**src/rtl/dmem_arb_pkg.sv**
```systemverilog
// Shared definitions for the data-memory arbiter.
//   arb_state_e    : tie-break priority state (CPU_PRI after reset, AUX_PRI)
//   ADDR_W, DATA_W : bus widths of both requesters and the memory port
//   WORDS_DEFAULT  : default legal word count of the data memory
package dmem_arb_pkg;

    localparam int unsigned ADDR_W        = 32;
    localparam int unsigned DATA_W        = 32;
    localparam int unsigned WORDS_DEFAULT = 256;

    typedef enum logic {
        CPU_PRI = 1'b0,
        AUX_PRI = 1'b1
    } arb_state_e;

endpackage

```
**src/rtl/dmem_arbiter.sv**
```systemverilog
// Two-requester arbiter in front of a combinational-read data memory.
// The CPU pipeline normally wins ties. The auxiliary requester (RSA engine /
// display readout) is guaranteed a grant after STARVE_LIMIT waiting cycles.
// Ports:
//   clk, rst_n                         : clock, async active-low reset
//   cpu_req/we/addr/wdata              : CPU request (held until granted)
//   cpu_gnt                            : CPU access performed this cycle
//   cpu_rvalid/cpu_rdata               : CPU read response, 1 cycle latency
//   aux_*                              : same set for the auxiliary requester
//   mem_we/addr/wdata, mem_rdata       : data memory port
//   err                                : sticky out-of-range access flag
module dmem_arbiter
    import dmem_arb_pkg::*;
#(
    parameter int unsigned STARVE_LIMIT = 4,
    parameter int unsigned WORDS        = WORDS_DEFAULT
) (
    input  logic              clk,
    input  logic              rst_n,
    input  logic              cpu_req,
    input  logic              cpu_we,
    input  logic [ADDR_W-1:0] cpu_addr,
    input  logic [DATA_W-1:0] cpu_wdata,
    output logic              cpu_gnt,
    output logic              cpu_rvalid,
    output logic [DATA_W-1:0] cpu_rdata,
    input  logic              aux_req,
    input  logic              aux_we,
    input  logic [ADDR_W-1:0] aux_addr,
    input  logic [DATA_W-1:0] aux_wdata,
    output logic              aux_gnt,
    output logic              aux_rvalid,
    output logic [DATA_W-1:0] aux_rdata,
    output logic              mem_we,
    output logic [ADDR_W-1:0] mem_addr,
    output logic [DATA_W-1:0] mem_wdata,
    input  logic [DATA_W-1:0] mem_rdata,
    output logic              err
);

    localparam int unsigned       CNT_W   = $clog2(STARVE_LIMIT + 1);
    localparam logic [CNT_W-1:0]  CNT_MAX = CNT_W'(STARVE_LIMIT);
    localparam logic [ADDR_W-1:0] WORDS_L = ADDR_W'(WORDS);

    arb_state_e        r_state, w_state_nxt;
    logic [CNT_W-1:0]  r_wait_cnt, w_cnt_nxt;
    logic              w_cpu_gnt, w_aux_gnt, w_gnt_any;
    logic              w_sel_we, w_in_range;
    logic [ADDR_W-1:0] w_sel_addr;
    logic [DATA_W-1:0] w_sel_wdata, w_rd_data;
    logic              r_cpu_rvalid, r_aux_rvalid, r_err;
    logic [DATA_W-1:0] r_cpu_rdata, r_aux_rdata;

    // Grants are combinational; both forced low while reset is asserted.
    always_comb begin
        w_cpu_gnt = 1'b0;
        w_aux_gnt = 1'b0;
        if (rst_n) begin
            if (cpu_req && aux_req) begin
                if (r_state == AUX_PRI) w_aux_gnt = 1'b1;
                else                    w_cpu_gnt = 1'b1;
            end else begin
                w_cpu_gnt = cpu_req;
                w_aux_gnt = aux_req;
            end
        end
    end

    assign w_gnt_any   = w_cpu_gnt | w_aux_gnt;
    assign w_sel_we    = w_aux_gnt ? aux_we    : (w_cpu_gnt ? cpu_we    : 1'b0);
    assign w_sel_addr  = w_aux_gnt ? aux_addr  : (w_cpu_gnt ? cpu_addr  : '0);
    assign w_sel_wdata = w_aux_gnt ? aux_wdata : (w_cpu_gnt ? cpu_wdata : '0);
    assign w_in_range  = ({2'b00, w_sel_addr[ADDR_W-1:2]} < WORDS_L);
    assign w_rd_data   = w_in_range ? mem_rdata : '0;

    assign mem_we    = w_gnt_any & w_sel_we & w_in_range;
    assign mem_addr  = w_sel_addr;
    assign mem_wdata = w_sel_wdata;

    // Wait counter saturates at STARVE_LIMIT. The state flips on the
    // incremented value so the forced grant lands in the cycle right after
    // the STARVE_LIMIT-th lost tie.
    always_comb begin
        w_cnt_nxt   = r_wait_cnt;
        w_state_nxt = r_state;
        if (!aux_req || w_aux_gnt)      w_cnt_nxt = '0;
        else if (r_wait_cnt != CNT_MAX) w_cnt_nxt = r_wait_cnt + 1'b1;
        case (r_state)
            CPU_PRI: if (w_cnt_nxt == CNT_MAX)     w_state_nxt = AUX_PRI;
            AUX_PRI: if (w_aux_gnt || !aux_req)    w_state_nxt = CPU_PRI;
            default:                               w_state_nxt = CPU_PRI;
        endcase
    end

    always_ff @(posedge clk or negedge rst_n) begin
        if (!rst_n) begin
            r_state    <= CPU_PRI;
            r_wait_cnt <= '0;
        end else begin
            r_state    <= w_state_nxt;
            r_wait_cnt <= w_cnt_nxt;
        end
    end

    // Read responses; rdata holds its last value between responses.
    always_ff @(posedge clk or negedge rst_n) begin
        if (!rst_n) begin
            r_cpu_rvalid <= 1'b0;
            r_aux_rvalid <= 1'b0;
            r_cpu_rdata  <= '0;
            r_aux_rdata  <= '0;
            r_err        <= 1'b0;
        end else begin
            r_cpu_rvalid <= w_cpu_gnt & ~cpu_we;
            r_aux_rvalid <= w_aux_gnt & ~aux_we;
            if (w_cpu_gnt && !cpu_we) r_cpu_rdata <= w_rd_data;
            if (w_aux_gnt && !aux_we) r_aux_rdata <= w_rd_data;
            r_err <= r_err | (w_gnt_any & ~w_in_range);
        end
    end

    assign cpu_gnt    = w_cpu_gnt;
    assign aux_gnt    = w_aux_gnt;
    assign cpu_rvalid = r_cpu_rvalid;
    assign aux_rvalid = r_aux_rvalid;
    assign cpu_rdata  = r_cpu_rdata;
    assign aux_rdata  = r_aux_rdata;
    assign err        = r_err;

endmodule

```
**config.mk**
```make
export PLATFORM = sky130hd
export DESIGN_NAME = dmem_arbiter
export DESIGN_NICKNAME = d
export VERILOG_FILES = /design/src/rtl/dmem_arb_pkg.sv /design/src/rtl/dmem_arbiter.sv
export SDC_FILE = /design/constraint.sdc
export NUM_CORES = 1
export LEC_CHECK = 0
export ABC_CLOCK_PERIOD_IN_PS = 7300
export CAP_MARGIN = 5
export CORE_AREA = 2 2 116 118
export DETAILED_ROUTE_END_ITERATION = 8
export DIE_AREA = 0 0 118 120
export GPL_ROUTABILITY_DRIVEN = 0
export PLACE_DENSITY = 0.76
export SLEW_MARGIN = 25
export SYNTH_ARGS = -nofsm -noshare
export SYNTH_HDL_FRONTEND = slang
export SYNTH_SLANG_ARGS = --single-unit
```
**constraint.sdc**
```tcl
create_clock -name clk -period 7.3 [get_ports clk]
set_input_delay 1.46 -clock clk [delete_from_list [all_inputs] [get_ports clk]]
set_output_delay 1.46 -clock clk [all_outputs]
set_load 0.01 [all_outputs]
```
==> results by group <==
Yosys
  – Total of warnings raised by yosys: 0
  – Flop and latch count out of synthesis: 71
  – Proportion of synthesized area in mux cells: 0
  – Synth async-reset ratio: 1.00
  – Area share of fa/ha/maj cells after synthesis: 0.00603
  – Fraction of the yosys area taken by sequential cells: 0.428
  – Fraction of the mapped netlist area in simple logic gates: 0.188
  – Syn Inst Count: around 450
  – Count of different cell masters after synthesis: 33
  – Dominant combinational cell family by area after synthesis: compound AO/OA/AOI/OAI gates
  – Xor and xnor area share after synthesis: 0.00211
  – Post-Synthesis Net Count: just over 600
  – Number of flops mapped to enable cells by yosys: 0
  – Post-synthesis compound-gate area fraction: 0.309
  – Avg Synthesized Cell Area: about 9 sq um
  – Main flop type after synthesis: sky130_fd_sc_hd__dfrtp_1
  – Area of the mapped netlist: 4150 sq um

GRT
  – GRT Resource Usage Total: 0.219
  – Number of antenna violations at the first check in global routing: 0
  – Largest net degree at the start of global routing: 70
  – Vias in the first global route: around 4.5k
  – Total overflow reported by the global router: 0
  – Wire length of the first global-routing pass: 24,600 um

Floorplan
  – Horiz. Die Dim: roughly 120 um
  – Core Region: approximately 13,000 sq um
  – Die Footprint: between 10,000 and 15,000 sq um
  – Starting density of the core: 0.320
  – Die H: roughly 120 um
  – Number of top-level design ports: 300
  – Row count: 42

Cells and area
  – Share of layout cells above drive strength 1: 0.0898
  – Synth-to-Final Area Change: 79.4%
  – Most frequent cells in the layout: 298 x sky130_fd_sc_hd__clkdlybuf4s50_1, 170 x sky130_fd_sc_hd__nand2_1, 71 x sky130_fd_sc_hd__dfrtp_1, 42 x sky130_fd_sc_hd__a22o_1, 40 x sky130_fd_sc_hd__o31ai_2
  – Ant diodes: 0
  – Filler cell count in the final layout: between 1k and 1.5k
  – Reg area: 1780 sq um
  – Combined area of the multi-input logic cells: roughly 2100 sq um
  – Number of nets in the layout: 890
  – Share of the core filled with cells: 0.574
  – Post-route cell area: ~7400 sq um
  – Leading cell type in the layout, fill and taps excluded: sky130_fd_sc_hd__clkdlybuf4s50_1

Worst setup path
  – Crit path max fanout: 21
  – Data required time at the worst endpoint: between 5 and 6 ns
  – Kind of capture point of the worst setup path: primary output
  – Most used cell, CP: sky130_fd_sc_hd__clkdlybuf4s50_1
  – Slowest-stage cell, CP: sky130_fd_sc_hd__clkdlybuf4s50_1
  – Data arrival at the endpoint of the critical path: ~4.6 ns
  – Crit-path max cell delay: 0.65 ns
  – CP Launch Type: primary input
  – Worst setup path category: primary input to primary output
  – Ordered cell list for the critical path: clkdlybuf4s50_1 -> inv_1 -> o32ai_1 -> or4_1 -> or3_4 -> nor4b_1 -> clkdlybuf4s50_1

Routing
  – Final routed wirelength across all metal layers: 16,100 um
  – Detailed Routing Iterations Pass 1: 5
  – Met3 wire length: 1270 um
  – 1st-iter DRT viols: ~430
  – Vias per Instance: approximately 5.2
  – Sum of met2 wire segment lengths after detailed routing: 8140 um
  – Routed length per placed instance: 17.9 um
  – Vias after detailed routing: around 4.7k
  – DR DRC count: 0
  – Met1 wire length: between 6000 and 7000 um
  – Top layer in use: met4
  – Number of routed nets with antenna violations: 0

CTS
  – Clock latency of the later-clocked register in the worst-skew pair: 0.33 ns
  – Cts-stage hold buffer count: 0
  – CTS tree: yes
  – CTS Root Buffer Type: sky130_fd_sc_hd__clkbuf_16
  – Buffer levels on the longest clock path: 2
  – Setup Buffers After CTS: 0
  – Cts repair resizes: 0
  – CTS buffer count: 9
  – Clock transition at the register clock pins on the worst setup and hold paths after CTS: 0.05 ns
  – Number of H-tree branching levels: 3
  – CTS sink cnt: 71

STA
  – Actual slew at the worst max-slew pin: between 0.9 and 1 ns
  – Worst Hold Margin: about 0.47 ns
  – Number of hold-slack violations in the final timing report: 0
  – Setup TNS: 0 ns
  – Post-route minimum period: 6.03 ns
  – Relative slew margins: 0.380
  – Final setup vio count: 0
  – Upper clock frequency limit: roughly 170 MHz
  – Setup repair after global routing missed its margin: false
  – Worst clock skew: ~0.0032 ns
  – Setup WS post-layout: approximately 1.3 ns
  – Final worst-path cycle share: 0.827
  – Final number of max-transition violations: 0

Place
  – Placement-stage worst setup slack: around 1.3 ns
  – I/O Buffers: 299
  – Placed wire-length estimate after detailed placement: ~12,000 um
  – Total cell area at the placement stage: ~7200 sq um

Status
  – Status: complete, no violations

Power and ir drop
  – Peak supply drop: 104 uV
  – Leakage power: 2.89 nW
  – Cell area power density: 151 nW/um^2

Job
  – Max capacitance violation total: 0

Worst hold path
  – Kind of path behind the tightest hold check: register to register
-- where the power goes --
part / switching [W] / total, W / internal [W]
Combinational: 0.000135 / 0.000292 / 0.000157
Clock: 0.000151 / 0.000429 / 0.000277
Sequential: 0.00000427 / 0.000406 / 0.000401
Total: 0.000291 / 0.00113 / 0.000836
-- registers in the layout (all words and copies together) (netlist names) --
name,flops
err,1
aux_rdata,32
cpu_rdata,32
r_wait_cnt,3
aux_rvalid,1
cpu_rvalid,1
r_state,1
-- metal layers --
metal	up-vias	GRT usage
li1	2164	-
met1	2228	0.268
met2	240	0.370
met3	27	0.0613
met4	0	0.0776
met5	-	0
-- layout make-up --
cell class / instances / share of cell area
Timing Repair Buffer: 306 / 0.409
Multi-Input combinational cell: 328 / 0.282
Sequential cell: 71 / 0.239
Clock buffer: 12 / 0.0345
Tap cell: 176 / 0.0296
Clock inverter: 1 / 0.00403
Inverter: 6 / 0.00303
-- metrics by stage --
stage,instances,total power [W]
after floorplan,454,0.000531
after global placement,887,0.000699
after detailed placement,887,0.000703
after CTS,900,0.00113
after global routing,900,0.00117
final,900,0.00113
-- cells in the mapped netlist (2+ instances only) --
master | number | area [sq um]
sky130_fd_sc_hd__nand2_1 | 170 | 638
sky130_fd_sc_hd__dfrtp_1 | 71 | 1780
sky130_fd_sc_hd__a22o_1 | 42 | 368
sky130_fd_sc_hd__o31ai_2 | 40 | 500
sky130_fd_sc_hd__clkbuf_1 | 26 | 97.6
sky130_fd_sc_hd__o31ai_1 | 24 | 180
sky130_fd_sc_hd__o32ai_1 | 20 | 175
sky130_fd_sc_hd__buf_2 | 15 | 75.1
sky130_fd_sc_hd__buf_6 | 6 | 67.6
sky130_fd_sc_hd__inv_1 | 4 | 15.0
sky130_fd_sc_hd__nor4_1 | 4 | 25.0
sky130_fd_sc_hd__a32oi_1 | 3 | 26.3
sky130_fd_sc_hd__nand2b_1 | 3 | 18.8
sky130_fd_sc_hd__nor2b_1 | 3 | 18.8
sky130_fd_sc_hd__and3_1 | 2 | 12.5
sky130_fd_sc_hd__buf_4 | 2 | 15.0
sky130_fd_sc_hd__ha_1 | 2 | 25.0
sky130_fd_sc_hd__inv_2 | 2 | 7.51
-- path summary, 6_finish.rpt --
check / from / end / slack [ns] / cells after the start
max: aux_req / mem_we / 1.27 / 7
min: aux_rdata[23] / aux_rdata[23] / 0.47 / 2
max reg2reg: r_state / err / 4.52 / 6
min reg2reg: aux_rdata[23] / aux_rdata[23] / 0.47 / 2
max in group asynchronous: rst_n / aux_rdata[5] / 5.00 / 2
min in group asynchronous: rst_n / cpu_rdata[21] / 1.17 / 1
-- critical path, delay by kind of cell --
family	cells	cell delay (ns)
buf+inv	3	1.71
simple gates	3	1.18
compound gates	1	0.21
-- kinds of logic after synthesis --
kind of cell	Yosys count
simple gates	192
buf+inv	55
xor+xnor	1
fa+ha+maj	2
compound gates	133
flops	71
No activity file was read; power rests on OpenSTA's default activity.
